[src/rtl/alu_result_stage.sv]
// EX-stage result selector: picks the function-unit result named by op, applies
// overflow writeback suppression, and buffers it in a 2-entry valid/ready FIFO.
module alu_result_stage #(
  parameter int DW = 32,
  parameter int AW = 5
) (
  input  logic          clk,
  input  logic          rst,
  input  logic          flush,
  input  logic          in_valid,
  output logic          in_ready,
  input  logic [2:0]    op,
  input  logic [DW-1:0] Rand,
  input  logic [DW-1:0] Ror,
  input  logic [DW-1:0] Radd,
  input  logic [DW-1:0] Rsub,
  input  logic          add_ovf,
  input  logic          sub_ovf,
  input  logic          sub_borrow,
  input  logic [AW-1:0] in_rd,
  input  logic          in_we,
  output logic          out_valid,
  input  logic          out_ready,
  output logic [DW-1:0] out_result,
  output logic          out_zero,
  output logic          out_ovf,
  output logic [AW-1:0] out_rd,
  output logic          out_we
);

  localparam logic [2:0] OP_AND = 3'd0, OP_OR  = 3'd1, OP_ADD = 3'd2, OP_SUB  = 3'd3,
                         OP_SLT = 3'd4, OP_NOR = 3'd5, OP_XOR = 3'd6, OP_SLTU = 3'd7;

  typedef struct packed {
    logic [DW-1:0] result;
    logic          zero;
    logic          ovf;
    logic [AW-1:0] rd;
    logic          we;
  } entry_t;

  entry_t     new_ent;
  entry_t     ent0_q, ent0_d;  // ent0 is always the head
  entry_t     ent1_q, ent1_d;
  logic [1:0] cnt_q, cnt_d;
  logic       push, pop;

  always_comb begin
    new_ent = '0;
    case (op)
      OP_AND:  new_ent.result = Rand;
      OP_OR:   new_ent.result = Ror;
      OP_ADD:  new_ent.result = Radd;
      OP_SUB:  new_ent.result = Rsub;
      OP_SLT:  new_ent.result = {{(DW-1){1'b0}}, Rsub[DW-1] ^ sub_ovf};
      OP_NOR:  new_ent.result = ~Ror;
      OP_XOR:  new_ent.result = Ror & ~Rand;
      OP_SLTU: new_ent.result = {{(DW-1){1'b0}}, sub_borrow};
      default: new_ent.result = '0;
    endcase
    new_ent.ovf  = (op == OP_ADD) ? add_ovf : (op == OP_SUB) ? sub_ovf : 1'b0;
    new_ent.zero = (new_ent.result == '0);
    new_ent.rd   = in_rd;
    // trapping ops keep their result for the exception path but never write back
    new_ent.we   = in_we & ~new_ent.ovf;
  end

  assign in_ready  = (cnt_q != 2'd2) & ~rst & ~flush;
  assign out_valid = (cnt_q != 2'd0);
  assign push      = in_valid & in_ready;
  assign pop       = out_valid & out_ready;

  always_comb begin
    ent0_d = ent0_q;
    ent1_d = ent1_q;
    cnt_d  = cnt_q;
    if (rst) begin
      ent0_d = '0;
      ent1_d = '0;
      cnt_d  = 2'd0;
    end else if (flush) begin
      cnt_d = 2'd0;
    end else begin
      case (cnt_q)
        2'd0: if (push) begin
          ent0_d = new_ent;
          cnt_d  = 2'd1;
        end
        2'd1: begin
          if (push && pop) begin
            ent0_d = new_ent;
          end else if (push) begin
            ent1_d = new_ent;
            cnt_d  = 2'd2;
          end else if (pop) begin
            cnt_d = 2'd0;
          end
        end
        2'd2: if (pop) begin
          ent0_d = ent1_q;
          cnt_d  = 2'd1;
        end
        default: cnt_d = 2'd0;
      endcase
    end
  end

  always_ff @(posedge clk) begin
    ent0_q <= ent0_d;
    ent1_q <= ent1_d;
    cnt_q  <= cnt_d;
  end

  assign out_result = ent0_q.result;
  assign out_zero   = ent0_q.zero;
  assign out_ovf    = ent0_q.ovf;
  assign out_rd     = ent0_q.rd;
  assign out_we     = ent0_q.we;

endmodule

[config.mk]
export PLATFORM = sky130hd
export DESIGN_NAME = alu_result_stage
export DESIGN_NICKNAME = d
export VERILOG_FILES = /design/src/rtl/alu_result_stage.sv
export SDC_FILE = /design/constraint.sdc
export NUM_CORES = 1
export LEC_CHECK = 0
export CORE_ASPECT_RATIO = 1.4
export CORE_MARGIN = 1
export CORE_UTILIZATION = 45
export CTS_CLUSTER_DIAMETER = 100
export DETAILED_ROUTE_END_ITERATION = 8
export PLACE_DENSITY_LB_ADDON = 0.25
export SKIP_CTS_REPAIR_TIMING = 1
export SYNTH_ARGS = -nofsm -noshare
export SYNTH_HDL_FRONTEND = slang
export SYNTH_SLANG_ARGS = --single-unit
[constraint.sdc]
create_clock -name clk -period 7.8 [get_ports clk]
set_clock_uncertainty 0.2 [all_clocks]
set_input_delay 1.56 -clock clk [delete_from_list [all_inputs] [get_ports clk]]
set_output_delay 1.56 -clock clk [all_outputs]
set_load 0.03 [all_outputs]
---- Yosys cells after proc, flatten, opt, wreduce, memory -nomap -nowiden ----
Cells that the tools add are included.
operators by class
  equality and inequality tests ........... 15
  mux-type cells .......................... 13
  bitwise operators ....................... 13
  reduce and logical (&&, ||, !) cells .... 10
operator list
  cell                  count
  $pmux W32 S8          1
  $mux W40              3
  $pmux W40 S3          1
  $not A32 Y32          2
  $and A32 B32 Y32      1
  $logic_not A32 Y1     1
  $eq A3 B3 Y1 const B  4
  $mux W2               5
  $ne A2 B2 Y1 const B  5
  $reduce_and A4 Y1     2
  $eq A3 B2 Y1 const B  2
  $pmux W2 S3           1
  $and A1 B1 Y1         5
  $reduce_and A5 Y1     1
  $not A1 Y1            4
  $eq A3 B1 Y1 const B  1
  $logic_not A3 Y1      1
  $ne A3 B3 Y1 const B  1
  $reduce_bool A3 Y1    1
  $eq A2 B1 Y1 const B  1
  $eq A2 B2 Y1 const B  1
  $logic_not A2 Y1      1
  $mux W1               2
  $reduce_bool A2 Y1    1
  3 further kinds       3
word-level totals
  register bits ........................... 82
  output and inout bits ................... 42
  logic and storage cells ................. 62

---- Longest topological paths before layout ----
  depth after elaboration ................. 7
  mapped depth ............................ 12

---- Worst setup path before layout ----
OpenSTA, ideal clock, no wires.
  path type ............................... input-to-output
  from .................................... input rst
  to ...................................... output in_ready
  data arrival time ....................... 2.652 ns
  data required time ...................... 6.040 ns
  path slack .............................. 3.388 ns
  stages .................................. 3
  path through ............................ clkbuf_1 clkbuf_1 nor3_1
between the ends
  cells in the longest elaborated chain, start to end .. 3
ends and longest elaborated chain
  element                      RTL line  text
  start, declared              8         input logic rst,
  $not A1 Y1                   68        assign in_ready = (cnt_q != 2'd2) & ~rst & ~flush;
  $and A1 B1 Y1 (2 in series)  68
  end, declared                11        output logic in_ready,
No other way between the ends.

---- Worst setup path after layout ----
  from .................................... input op[0]
  to ...................................... register ent0_q (netlist bit out_zero)
between the ends
  cells in the longest elaborated chain, start to end .. 5
  elaborated cells on any way between the ends .. 13
  those cells by class .................... eq/ne (7); mux (4); reduce/logical (2)
ends and longest elaborated chain
  element                                     RTL line  text
  start, declared                             12        input logic [2:0] op,
  $eq A3 B3 Y1, or another cell as far along  50        case (op)
  $pmux W32 S8 *                              50
  $logic_not A32 Y1 *                         62        new_ent.zero = (new_ent.result == '0);
  $mux W40, on equally long branches          90, 85
  $pmux W40 S3 *                              84        case (cnt_q)
  end signal, assigned                        109       ent0_q <= ent0_d;
  end, declared                               43        entry_t ent0_q, ent0_d;
Mark *: on every way between the ends. The rest lies on a longest branch, timed or not. The select of a mux whose other input is x is not followed.
A chain may end at the register's enable or synchronous reset.

==> flow_metrics.env <==
export IMPL_grt_pass1_wl_mm=26.92
export IMPL_antenna_found_initial=0
export IMPL_cp_max_fo=32
export IMPL_period_minus_slack_ps=5377
export IMPL_syn_num_nets=865
export IMPL_yosys_area_share_simple_pct=29.12
export IMPL_synth_largest_area_cell="dfxtp_1"
export IMPL_synth_ff_type="dfxtp_1"
export IMPL_yosysMostFrequentCell="nor2_1"
export IMPL_track_usage_pct=27.98
export IMPL_synth_edf_count=0
export IMPL_slew_violations=0
export IMPL_start_util_pct=46.71
export IMPL_vias_per_cell=5.980
export IMPL_hold_depth=2
export IMPL_maxCapViolations=0
export IMPL_dieHeight_um=131.0
export IMPL_die_x_um=94.16
export IMPL_cts_root_buf="clkbuf_16"
export IMPL_drtAntennaViolNets=0
export IMPL_synth_top_cell_area_share_pct=30.68
export IMPL_drc=0
export IMPL_num_rows=46
export IMPL_firstDrtPassIters=7
export IMPL_fillers=963
export IMPL_syn_area_per_cell_um2=7.431
export IMPL_die_area_mm2=0.01234
export IMPL_clock_latency_ps=340
export IMPL_rsz0062_at_grt="no"
export IMPL_grt_start_max_net_pins=86
export IMPL_crit_path_start_kind="input pin"
export IMPL_portBuffers=186
export IMPL_hold_viol=0
export IMPL_yosysSeqAreaShare_pct=30.68
export IMPL_ios=187
export IMPL_grt_pass1_vias=5443
export IMPL_routabilityCongestion=0.9060
export IMPL_status="finished clean"
export IMPL_dr_total_vias=6016
export IMPL_endpoint_kind="flip-flop"
export IMPL_holdCritPathClass="reg -> reg"
export IMPL_synth_xor_xnor_area_share_pct=0.1637
export IMPL_pre_cts_ws_ps=2067
export IMPL_cts_tree="built"
export IMPL_pwr_share_seq_pct=38.1
export IMPL_internal_power_uw=835.3
export IMPL_synth_adder_area_share_pct=0
export IMPL_powerDensity_mw_per_mm2=153.3
export IMPL_slew_headroom_pct=17.73
export IMPL_h_tree_depth=3
export IMPL_power_share_combinational_pct=24.8
export IMPL_place_area_mm2=0.007153
export IMPL_synthTopCellsByArea="dfxtp_1 (31%), nor2_1 (9.1%), a21oi_1 (5.4%), nand2_1 (5.2%), mux2i_1 (4.7%)"
export IMPL_design_area_mm2=0.007452
export IMPL_fin_setup_tns_ps=0
export IMPL_hpwlAfterDp_mm=12.47
export IMPL_setup_ws_ps=2423
export IMPL_ys_warn_count=0
export IMPL_arrival_ps=5420
export IMPL_overflow=0
export IMPL_cp_slowest_stage_delay_ps=1020
export IMPL_cts_max_path_buffers=2
export IMPL_setup_viol=0
export IMPL_synth_compound_area_share_pct=25.54
export IMPL_wl_mm=17.08
export IMPL_clock_fmax_ghz=0.1860
export IMPL_drive_above_1_share_pct=5.104
export IMPL_netlist_top_cells_count="nor2_1 (129), dfxtp_1 (82), nand2_1 (74)"
export IMPL_r2r_setup_slack_ps=5000
export IMPL_async_flop_share_pct=0
export IMPL_clock_sinks=82
export IMPL_netlist_area_mm2=0.005350
export IMPL_coreArea_mm2=0.01145
export IMPL_cts_buffers=9
export IMPL_clk_pin_slew_ps=60
export IMPL_p_switching_uw=306.8
export IMPL_wl_per_cell_um=16.98
export IMPL_worst_path_stages=8
export IMPL_cp_slowest_cell="nand2b_1"
export IMPL_critPathTopFamily="simple AND/OR/NAND/NOR gates"
export IMPL_fin_crit_sh_pct=68.94
export IMPL_diodes=0
export IMPL_syn_inst=720
export IMPL_clockPowerShare_pct=37.1
export IMPL_drtIter0Drc=580
export IMPL_ys_ff_latch=82
export IMPL_p_leak_uw=0.002720
export IMPL_synth_top_family_by_area="simple AND/OR/NAND/NOR gates"
export IMPL_p_sw_share_pct=26.86
export IMPL_tightest_slew_ps=1234
export IMPL_cp_cell_sequence="buf_2 > nand2b_1 > o221ai_1 > a222oi_1 > or3b_1 > or4_1 > or4_4 > o41ai_2"
export IMPL_worst_path_buf_inv=1
export IMPL_synth_area_mux_share_pct=9.027
export IMPL_path_class="in -> reg"
export IMPL_irDropWorstVdd_mv=0.1172
export IMPL_syn_to_final_growth_pct=39.29
export IMPL_reg2regPathDepth=7
export IMPL_final_nets=1002
export IMPL_required_ps=7840
export IMPL_ys_types=51
-- path summary, 6_finish.rpt --
kind,endpoint,startpoint
max,out_zero,op[0]
min,out_result[7],out_result[7]
max reg2reg,out_result[1],cnt_q[1]
min reg2reg,out_result[7],out_result[7]
-- cell families after synthesis --
kind of cell | after synthesis
xor+xnor | 1
simple gates | 337
mux | 37
buf+inv | 71
flops | 82
compound gates | 192
-- worst reg2reg max path, cell delays in order (launching register included) --
cell	delay (ps)
dfxtp_1	460
nor2b_2	190
buf_4	320
a21oi_1	140
or2_2	670
nor3_1	520
a21oi_1	90
nor2_1	120
-- cells in the final DEF (no fill, tap or decap), types with 10 or more instances in the layout --
cell,count
mux2i_1,25
clkdlybuf4s50_1,182
nand2_1,74
a222oi_1,12
o22ai_1,10
a211oi_1,27
nand2b_1,36
nand3_1,16
nor2_1,129
or3_1,11
nor3_1,31
a221o_1,14
o21a_1,12
a21oi_1,58
nor2b_1,15
o221ai_1,16
dfxtp_1,82
-- area by class of cell --
class / count / area [um2] / area share (%)
clock inverter: 2 / 35.03 / 0.4701
tap: 144 / 180.2 / 2.418
inverter: 4 / 15.01 / 0.2015
clock buffer: 14 / 264.0 / 3.543
timing repair buffer: 193 / 1894 / 25.42
multi-input combinational: 567 / 3422 / 45.92
sequential: 82 / 1642 / 22.03
-- layer usage --
metal / up-vias / track usage, % / wire length (um)
met3: 33 / 3.646 / 945
met4: 0 / 10.95 / 464
met1: 2827 / 35.17 / 6946
met5: - / 0 / 0
li1: 2894 / - / -
met2: 262 / 48.21 / 8726
-- registers in the layout (all words and copies together) (netlist names) --
name / flops
out_we: 1
out_zero: 1
out_rd: 5
cnt_q: 2
out_ovf: 1
out_result: 32
ent1_q: 40
-- metrics by stage --
| stage | power, uW | utilization (%) | cells | hold WS (ps) |
|---|---|---|---|---|
| floorplan | 592.4 | - | 720 | 236.6 |
| global placement | 719.6 | 62.45 | 990 | 242.6 |
| detailed placement | 724.4 | 62.45 | 990 | 247.4 |
| CTS | 1146 | 65.06 | 1006 | 256.1 |
| global route | 1189 | 65.06 | 1006 | 275.2 |
| finish | 1142 | 65.06 | 1006 | 251.9 |
-- power by group through the flow --
stage	Combinational (uW)	Sequential [uW]	Clock [uW]
after floorplan	134	459	0
after global placement	276	444	0
after detailed placement	280	444	0
after CTS	281	435	430
after global routing	306	436	447
final	283	435	424
Note: power is estimated with default switching activity, not from simulation.
